**src/rtl/battleship_pkg.sv**
```systemverilog
// Shared types and constants for the Battleship firing-phase logic.
package battleship_pkg;

    localparam int BOARD_N_DEF = 5;
    localparam int MAX_SHIPS   = 5;

    typedef enum logic [1:0] {
        WATER = 2'b00,
        SHIP  = 2'b01,
        MISS  = 2'b10,
        HIT   = 2'b11
    } cell_t;

    typedef enum logic [3:0] {
        S_IDLE,
        S_P_WAIT,
        S_P_CHECK,
        S_P_WRITE,
        S_PC_WAIT,
        S_PC_PICK,
        S_PC_CHECK,
        S_PC_WRITE,
        S_WIN,
        S_LOSE
    } seq_state_t;

    function automatic logic [2:0] clamp_ships(input logic [2:0] n);
        return (n > 3'(MAX_SHIPS)) ? 3'(MAX_SHIPS) : n;
    endfunction

endpackage

```
**src/rtl/pc_target_lfsr.sv**
```systemverilog
// 8-bit Fibonacci LFSR (x^8+x^6+x^5+x^4+1) that supplies PC target candidates.
module pc_target_lfsr (
    input  logic       clk,
    input  logic       rst,
    input  logic       step_i,
    input  logic [7:0] seed_i,
    output logic [7:0] q_o
);

    logic [7:0] lfsr_q;
    logic [7:0] lfsr_d;

    always_comb begin
        lfsr_d = lfsr_q;
        if (step_i) begin
            lfsr_d = {lfsr_q[6:0], lfsr_q[7] ^ lfsr_q[5] ^ lfsr_q[4] ^ lfsr_q[3]};
        end
    end

    always_ff @(posedge clk or posedge rst) begin
        if (rst) begin
            lfsr_q <= seed_i;
        end else begin
            lfsr_q <= lfsr_d;
        end
    end

    assign q_o = lfsr_q;

endmodule

```
**src/rtl/turn_sequencer.sv**
```systemverilog
// Battleship firing-phase sequencer: alternates player/PC shots on two 5x5 boards.
// Optional player-turn timeout is compiled in when TURN_TIMEOUT_EN is defined.
module turn_sequencer
    import battleship_pkg::*;
#(
    parameter int         BOARD_N    = BOARD_N_DEF,
    parameter int         PC_DELAY   = 25_000_000,
    parameter logic [7:0] LFSR_SEED  = 8'hA5,
    parameter int         PL_TIMEOUT = 500_000_000
) (
    input  logic       clk,
    input  logic       rst,
    input  logic       start_i,
    input  logic [2:0] ship_count_i,
    input  logic       fire_i,
    input  logic [2:0] cur_i_i,
    input  logic [2:0] cur_j_i,
    output logic [2:0] pc_i_o,
    output logic [2:0] pc_j_o,
    input  logic [1:0] pc_rd_data_i,
    output logic       pc_wr_en_o,
    output logic [1:0] pc_wr_data_o,
    output logic [2:0] pl_i_o,
    output logic [2:0] pl_j_o,
    input  logic [1:0] pl_rd_data_i,
    output logic       pl_wr_en_o,
    output logic [1:0] pl_wr_data_o,
    output logic       turn_o,
    output logic       shot_valid_o,
    output logic       shot_hit_o,
    output logic [2:0] player_hits_o,
    output logic [2:0] pc_hits_o,
    output logic       victory_o,
    output logic       defeat_o
);

    localparam logic [3:0] BN       = 4'(BOARD_N);
    localparam int         DLY_W    = (PC_DELAY > 1) ? $clog2(PC_DELAY) : 1;
    localparam logic [DLY_W-1:0] DLY_LOAD = DLY_W'(PC_DELAY - 1);

    seq_state_t       state_q, state_d;
    logic [2:0]       pc_i_q, pc_i_d, pc_j_q, pc_j_d;
    logic [2:0]       pl_i_q, pl_i_d, pl_j_q, pl_j_d;
    logic             hit_q, hit_d;
    logic [2:0]       target_q, target_d;
    logic [2:0]       player_hits_q, player_hits_d;
    logic [2:0]       pc_hits_q, pc_hits_d;
    logic [DLY_W-1:0] dly_q, dly_d;
    logic [2:0]       hits_next;
    logic             lfsr_step;
    logic [7:0]       lfsr_q;
    logic             timeout_hit;

    pc_target_lfsr u_lfsr (
        .clk    (clk),
        .rst    (rst),
        .step_i (lfsr_step),
        .seed_i (LFSR_SEED),
        .q_o    (lfsr_q)
    );

`ifdef TURN_TIMEOUT_EN
    localparam int TO_W = (PL_TIMEOUT > 1) ? $clog2(PL_TIMEOUT) : 1;
    localparam logic [TO_W-1:0] TO_LOAD = TO_W'(PL_TIMEOUT - 1);

    logic [TO_W-1:0] to_q, to_d;

    // Reload on every entry to P_WAIT, count down only while waiting there.
    always_comb begin
        to_d = to_q;
        if (state_d == S_P_WAIT && state_q != S_P_WAIT) begin
            to_d = TO_LOAD;
        end else if (state_q == S_P_WAIT && to_q != '0) begin
            to_d = to_q - 1'b1;
        end
    end

    always_ff @(posedge clk or posedge rst) begin
        if (rst) begin
            to_q <= '0;
        end else begin
            to_q <= to_d;
        end
    end

    assign timeout_hit = (to_q == '0);
`else
    assign timeout_hit = 1'b0;
`endif

    always_comb begin
        state_d       = state_q;
        pc_i_d        = pc_i_q;
        pc_j_d        = pc_j_q;
        pl_i_d        = pl_i_q;
        pl_j_d        = pl_j_q;
        hit_d         = hit_q;
        target_d      = target_q;
        player_hits_d = player_hits_q;
        pc_hits_d     = pc_hits_q;
        dly_d         = dly_q;
        hits_next     = '0;
        lfsr_step     = 1'b0;
        pl_i_o        = pl_i_q;
        pl_j_o        = pl_j_q;
        pc_wr_en_o    = 1'b0;
        pc_wr_data_o  = WATER;
        pl_wr_en_o    = 1'b0;
        pl_wr_data_o  = WATER;
        turn_o        = 1'b0;
        shot_valid_o  = 1'b0;
        shot_hit_o    = 1'b0;
        victory_o     = 1'b0;
        defeat_o      = 1'b0;

        unique case (state_q)
            S_IDLE: begin
                if (start_i && ship_count_i != 3'd0) begin
                    target_d = clamp_ships(ship_count_i);
                    state_d  = S_P_WAIT;
                end
            end
            S_P_WAIT: begin
                if (fire_i && ({1'b0, cur_i_i} < BN) && ({1'b0, cur_j_i} < BN)) begin
                    pc_i_d  = cur_i_i;
                    pc_j_d  = cur_j_i;
                    state_d = S_P_CHECK;
                end else if (timeout_hit) begin
                    dly_d   = DLY_LOAD;
                    state_d = S_PC_WAIT;
                end
            end
            S_P_CHECK: begin
                if (pc_rd_data_i[1]) begin
                    state_d = S_P_WAIT;
                end else begin
                    hit_d   = (pc_rd_data_i == SHIP);
                    state_d = S_P_WRITE;
                end
            end
            S_P_WRITE: begin
                pc_wr_en_o   = 1'b1;
                pc_wr_data_o = hit_q ? HIT : MISS;
                shot_valid_o = 1'b1;
                shot_hit_o   = hit_q;
                hits_next    = (hit_q && player_hits_q != target_q) ? player_hits_q + 3'd1
                                                                    : player_hits_q;
                player_hits_d = hits_next;
                if (hits_next == target_q) begin
                    state_d = S_WIN;
                end else begin
                    dly_d   = DLY_LOAD;
                    state_d = S_PC_WAIT;
                end
            end
            S_PC_WAIT: begin
                turn_o = 1'b1;
                if (dly_q == '0) begin
                    state_d = S_PC_PICK;
                end else begin
                    dly_d = dly_q - 1'b1;
                end
            end
            S_PC_PICK: begin
                // Candidate is presented on the player-board address so its cell can be vetted this cycle.
                turn_o    = 1'b1;
                lfsr_step = 1'b1;
                pl_i_o    = lfsr_q[5:3];
                pl_j_o    = lfsr_q[2:0];
                if (({1'b0, lfsr_q[5:3]} < BN) && ({1'b0, lfsr_q[2:0]} < BN) && !pl_rd_data_i[1]) begin
                    pl_i_d  = lfsr_q[5:3];
                    pl_j_d  = lfsr_q[2:0];
                    state_d = S_PC_CHECK;
                end
            end
            S_PC_CHECK: begin
                turn_o = 1'b1;
                if (pl_rd_data_i[1]) begin
                    state_d = S_PC_PICK;
                end else begin
                    hit_d   = (pl_rd_data_i == SHIP);
                    state_d = S_PC_WRITE;
                end
            end
            S_PC_WRITE: begin
                turn_o       = 1'b1;
                pl_wr_en_o   = 1'b1;
                pl_wr_data_o = hit_q ? HIT : MISS;
                shot_valid_o = 1'b1;
                shot_hit_o   = hit_q;
                hits_next    = (hit_q && pc_hits_q != target_q) ? pc_hits_q + 3'd1 : pc_hits_q;
                pc_hits_d    = hits_next;
                state_d      = (hits_next == target_q) ? S_LOSE : S_P_WAIT;
            end
            S_WIN: begin
                victory_o = 1'b1;
            end
            S_LOSE: begin
                defeat_o = 1'b1;
            end
            default: begin
                state_d = S_IDLE;
            end
        endcase
    end

    always_ff @(posedge clk or posedge rst) begin
        if (rst) begin
            state_q       <= S_IDLE;
            pc_i_q        <= '0;
            pc_j_q        <= '0;
            pl_i_q        <= '0;
            pl_j_q        <= '0;
            hit_q         <= 1'b0;
            target_q      <= '0;
            player_hits_q <= '0;
            pc_hits_q     <= '0;
            dly_q         <= '0;
        end else begin
            state_q       <= state_d;
            pc_i_q        <= pc_i_d;
            pc_j_q        <= pc_j_d;
            pl_i_q        <= pl_i_d;
            pl_j_q        <= pl_j_d;
            hit_q         <= hit_d;
            target_q      <= target_d;
            player_hits_q <= player_hits_d;
            pc_hits_q     <= pc_hits_d;
            dly_q         <= dly_d;
        end
    end

    assign pc_i_o        = pc_i_q;
    assign pc_j_o        = pc_j_q;
    assign player_hits_o = player_hits_q;
    assign pc_hits_o     = pc_hits_q;

endmodule

```
**config.mk**
```make
export PLATFORM = sky130hd
export DESIGN_NAME = turn_sequencer
export DESIGN_NICKNAME = d
export VERILOG_FILES = /design/src/rtl/battleship_pkg.sv /design/src/rtl/pc_target_lfsr.sv /design/src/rtl/turn_sequencer.sv
export SDC_FILE = /design/constraint.sdc
export NUM_CORES = 1
export LEC_CHECK = 0
export ABC_AREA = 1
export CORE_MARGIN = 2
export CORE_UTILIZATION = 45
export CTS_BUF_LIST = sky130_fd_sc_hd__clkbuf_8
export DETAILED_ROUTE_END_ITERATION = 10
export PLACE_DENSITY = 0.74
export RECOVER_POWER = 25
export SYNTH_ARGS = -nofsm -noshare
export SYNTH_HDL_FRONTEND = slang
export SYNTH_SLANG_ARGS = --single-unit
```
**constraint.sdc**
```tcl
create_clock -name clk -period 1.8 [get_ports clk]
set_input_delay 0.18 -clock clk [delete_from_list [all_inputs] [get_ports clk]]
set_output_delay 0.18 -clock clk [all_outputs]
set_load 0.03 [all_outputs]
```
==> impl_metrics.ini <==
[status]
status = finished clean

[detailed_routing]
dr.pass1.iters = 4
drt_iter0_drc = 215
wire_per_inst_um = 14.00
highest_layer = met4
dr_wl_met2_mm = 4.862
ant_nets = 0
avgViaCountPerCell = 5.275
met3_length_um = 486
drc = 0
m1WireLength_mm = 4.147
wl_mm = 9.658
via_count = 3640

[cts]
cts_made_buffers = 9
htreeDepth = 3
clkLatencyLatePin_ns = 0.35
clk_root_buffer_cell = clkbuf_8
cts_tree = yes
holdBufCountCts = 0
clkTransAtPathRegs_ns = 0.07
cts_buffer_depth = 2
cts.sinks = 59

[synthesis]
yosys_warnings = 0
synth-main-ff-cell = dfrtp_1
synthCells = 510
syn_area_sq_mm = 0.003659
yosysTopAreaCellShare_pct = 37.62
yosys-top-cells-area = dfrtp_1 (38%), nand2_1 (17%), nand3_1 (8.2%)
synth_edf_count = 0
async_reset_ff_share_pct = 100.0
ys_ff_latch = 59
synth_cell_types = 41
synth.avg_cell_area_sq_um = 7.174
synth_largest_area_cell = dfrtp_1
syn_nets = 531
synth-seq-area-share_pct = 40.49

[pwr]
netSwitchingFraction_pct = 44.93
power_density_mw_per_mm2 = 1531
clock_power_share_pct = 19.6
power_switching_w = 0.003348
internal_power_w = 0.004104
seq_power_share_pct = 29.8
power_w = 0.007452
comb_power_share_pct = 50.6
leakagePower_nw = 2.310
ir_drop_mv = 0.7597

[placement]
place_ws_ns = 0.02105
dp.cells = 663
postPlaceCellArea_sq_mm = 0.004287
place.gp.congestion = 0.8887
hpwl_mm = 6.591
io_buffers = 45

[timing]
period_share_pct = 99.79
layout_min_cycle_time_ns = 1.796
worstMarginPinSlew_ns = 0.7224
finalSetupViolations = 0
whs_ns = 0.3593
slew_headroom_pct = 51.84
hold_viol = 0
clock_skew_ns = 0.01338
drv_slew = 0
grt_setup_unrepaired = true
finalWorstSetupSlack_ns = 0.003776
fmax_ghz = 0.5567

[die]
start_util_pct = 46.86
pin_count = 46
dieHeight_um = 94.17
die_x_um = 94.17
dieArea_sq_mm = 0.008867
placementRows = 32
core_area_sq_mm = 0.007807

[global_route]
grt_pass1_wl_mm = 15.66
grt_remaining_overflow = 0
grt_max_degree = 32
antenna_found_initial = 0
grt_pass1_vias = 3473
grt_usage_pct = 22.43

[critical_path]
critical_path_arrival_ns = 1.62
path_cells = inv_2 > nand2_8 > nor2_4 > buf_6 > nand2_1 > nand2_1 > buf_6
worst_path_max_delay_cell = dfrtp_1
critical_path.top_delay_family = buffers and inverters
start_kind = register
worst-path-buf-inv = 3
reg2reg_from = target_q[1]
criticalPathCategory = register to output pin
setup.worst_path.end_class = output pin
crit_path_max_fanout = 7
crit_required_ns = 1.62
r2r-end = dly_q[4]
cpPeakStageDelay_ns = 0.42
reg2reg_slack_ns = 0.01
worst-r2r-cell-count = 9

[layout]
fin_cells = 690
layout.nets = 605
register_area_sq_mm = 0.001486
multiInputGateArea_sq_mm = 0.002140
fillerInstances = 706
drive_gt1_share_pct = 25.17
antenna-diode-count = 0
final_cell_mix = nand2_1 (151), nor2_1 (58), dfrtp_1 (51)
finalInstanceArea_sq_mm = 0.004866
mostFrequentLayoutCell = nand2_1
area_growth_pct = 33.00

[job]
max_cap_viol_count = 0

[min_path]
min_path_type = primary input to asynchronous set/reset pin
## Yosys cell counts (5+ instances only)
library cell / count
inv_2: 7
nand3_1: 60
o21ai_0: 23
xor2_1: 8
inv_1: 40
nand4_1: 6
or2_2: 8
nand2_1: 168
nor2_1: 65
mux2_2: 5
xnor2_1: 10
dfrtp_1: 55
## what timing repair did
action / 4_1_cts / 5_1_grt
cloned: 0 / 3
pin swaps: 1 / 15
setup endpoints to repair: 13 / 35
buffers inserted: 1 / 8
resized for setup: 14 / 65
endpoints found under the hold margin: 0 / 0
## layout make-up
cell class              instances  area share (%)
clock buffers                   9           2.546
well taps                     102           2.623
repair buffers                 77           14.45
clock inverters                 6           2.186
inverters                      47           3.677
flip-flops and latches         59           30.55
multi-input cells             390           43.97
## flip-flops by register name, indices dropped and copies added, names as in the netlist
name and cells:
player_hits_o 3, hit_q 1, u_lfsr.q_o 8, pc_i_o 3
target_q 3, pl_j_q 3, pc_j_o 3, pc_hits_o 3
pl_i_q 3, dly_q 25, state_q 4
## power groups by stage
stage | clock network [W] | logic, W | registers [W]
floorplan | 0 | 0.00224 | 0.00230
global placement | 0 | 0.00320 | 0.00217
detailed placement | 0 | 0.00331 | 0.00219
CTS | 0.00148 | 0.00334 | 0.00219
global route | 0.00154 | 0.00419 | 0.00228
finish | 0.00146 | 0.00377 | 0.00222
## how the worst max path moves through the flow
stage                          start          endpoint  slack [ns]  cells past startpoint
finish                    state_q[3]         pl_i_o[1]       0.004                      7
CTS                       state_q[0]         victory_o        0.02                      4
global placement            dly_q[0]         dly_q[22]         0.1                      9
global route             target_q[1]          dly_q[1]       -0.11                      9
detailed placement  player_hits_o[0]         dly_q[14]        0.02                     12
floorplan                 state_q[3]  player_hits_o[2]       0.008                      7
## worst reg2reg max path: stages (launching register included)
cell	delay, ns
dfrtp_1	0.42
xnor2_2	0.26
nand3_4	0.15
nand3_2	0.11
nand3_2	0.09
nand2_2	0.11
nand3_4	0.18
buf_6	0.22
nand3_1	0.08
nand2_1	0.06
## through the flow
stage	TNS, ns	util (%)
floorplan	0	-
global placement	0	54.90
detailed placement	0	54.90
CTS	0	58.19
global route	-2.495	62.32
finish	0	62.32
## routing by layer
layer	up-vias	global-route usage [%]
met3	13	3.371
met2	94	38.45
met5	-	0
met4	0	9.783
met1	1755	27.97
li1	1778	-
## cell families (layout without fill, tap and decap cells)
group	Yosys count	count (layout)	share of synthesized area, %
AOI/OAI and AO/OA	36	36	5.780
buffers and inverters	62	139	7.421
and+or+nand+nor	325	326	38.65
adders and majority gates	4	4	1.368
muxes	5	5	1.539
xor gates and xnor gates	19	19	4.754
DFF	59	59	40.49
No activity file was read; power rests on OpenSTA's default activity.
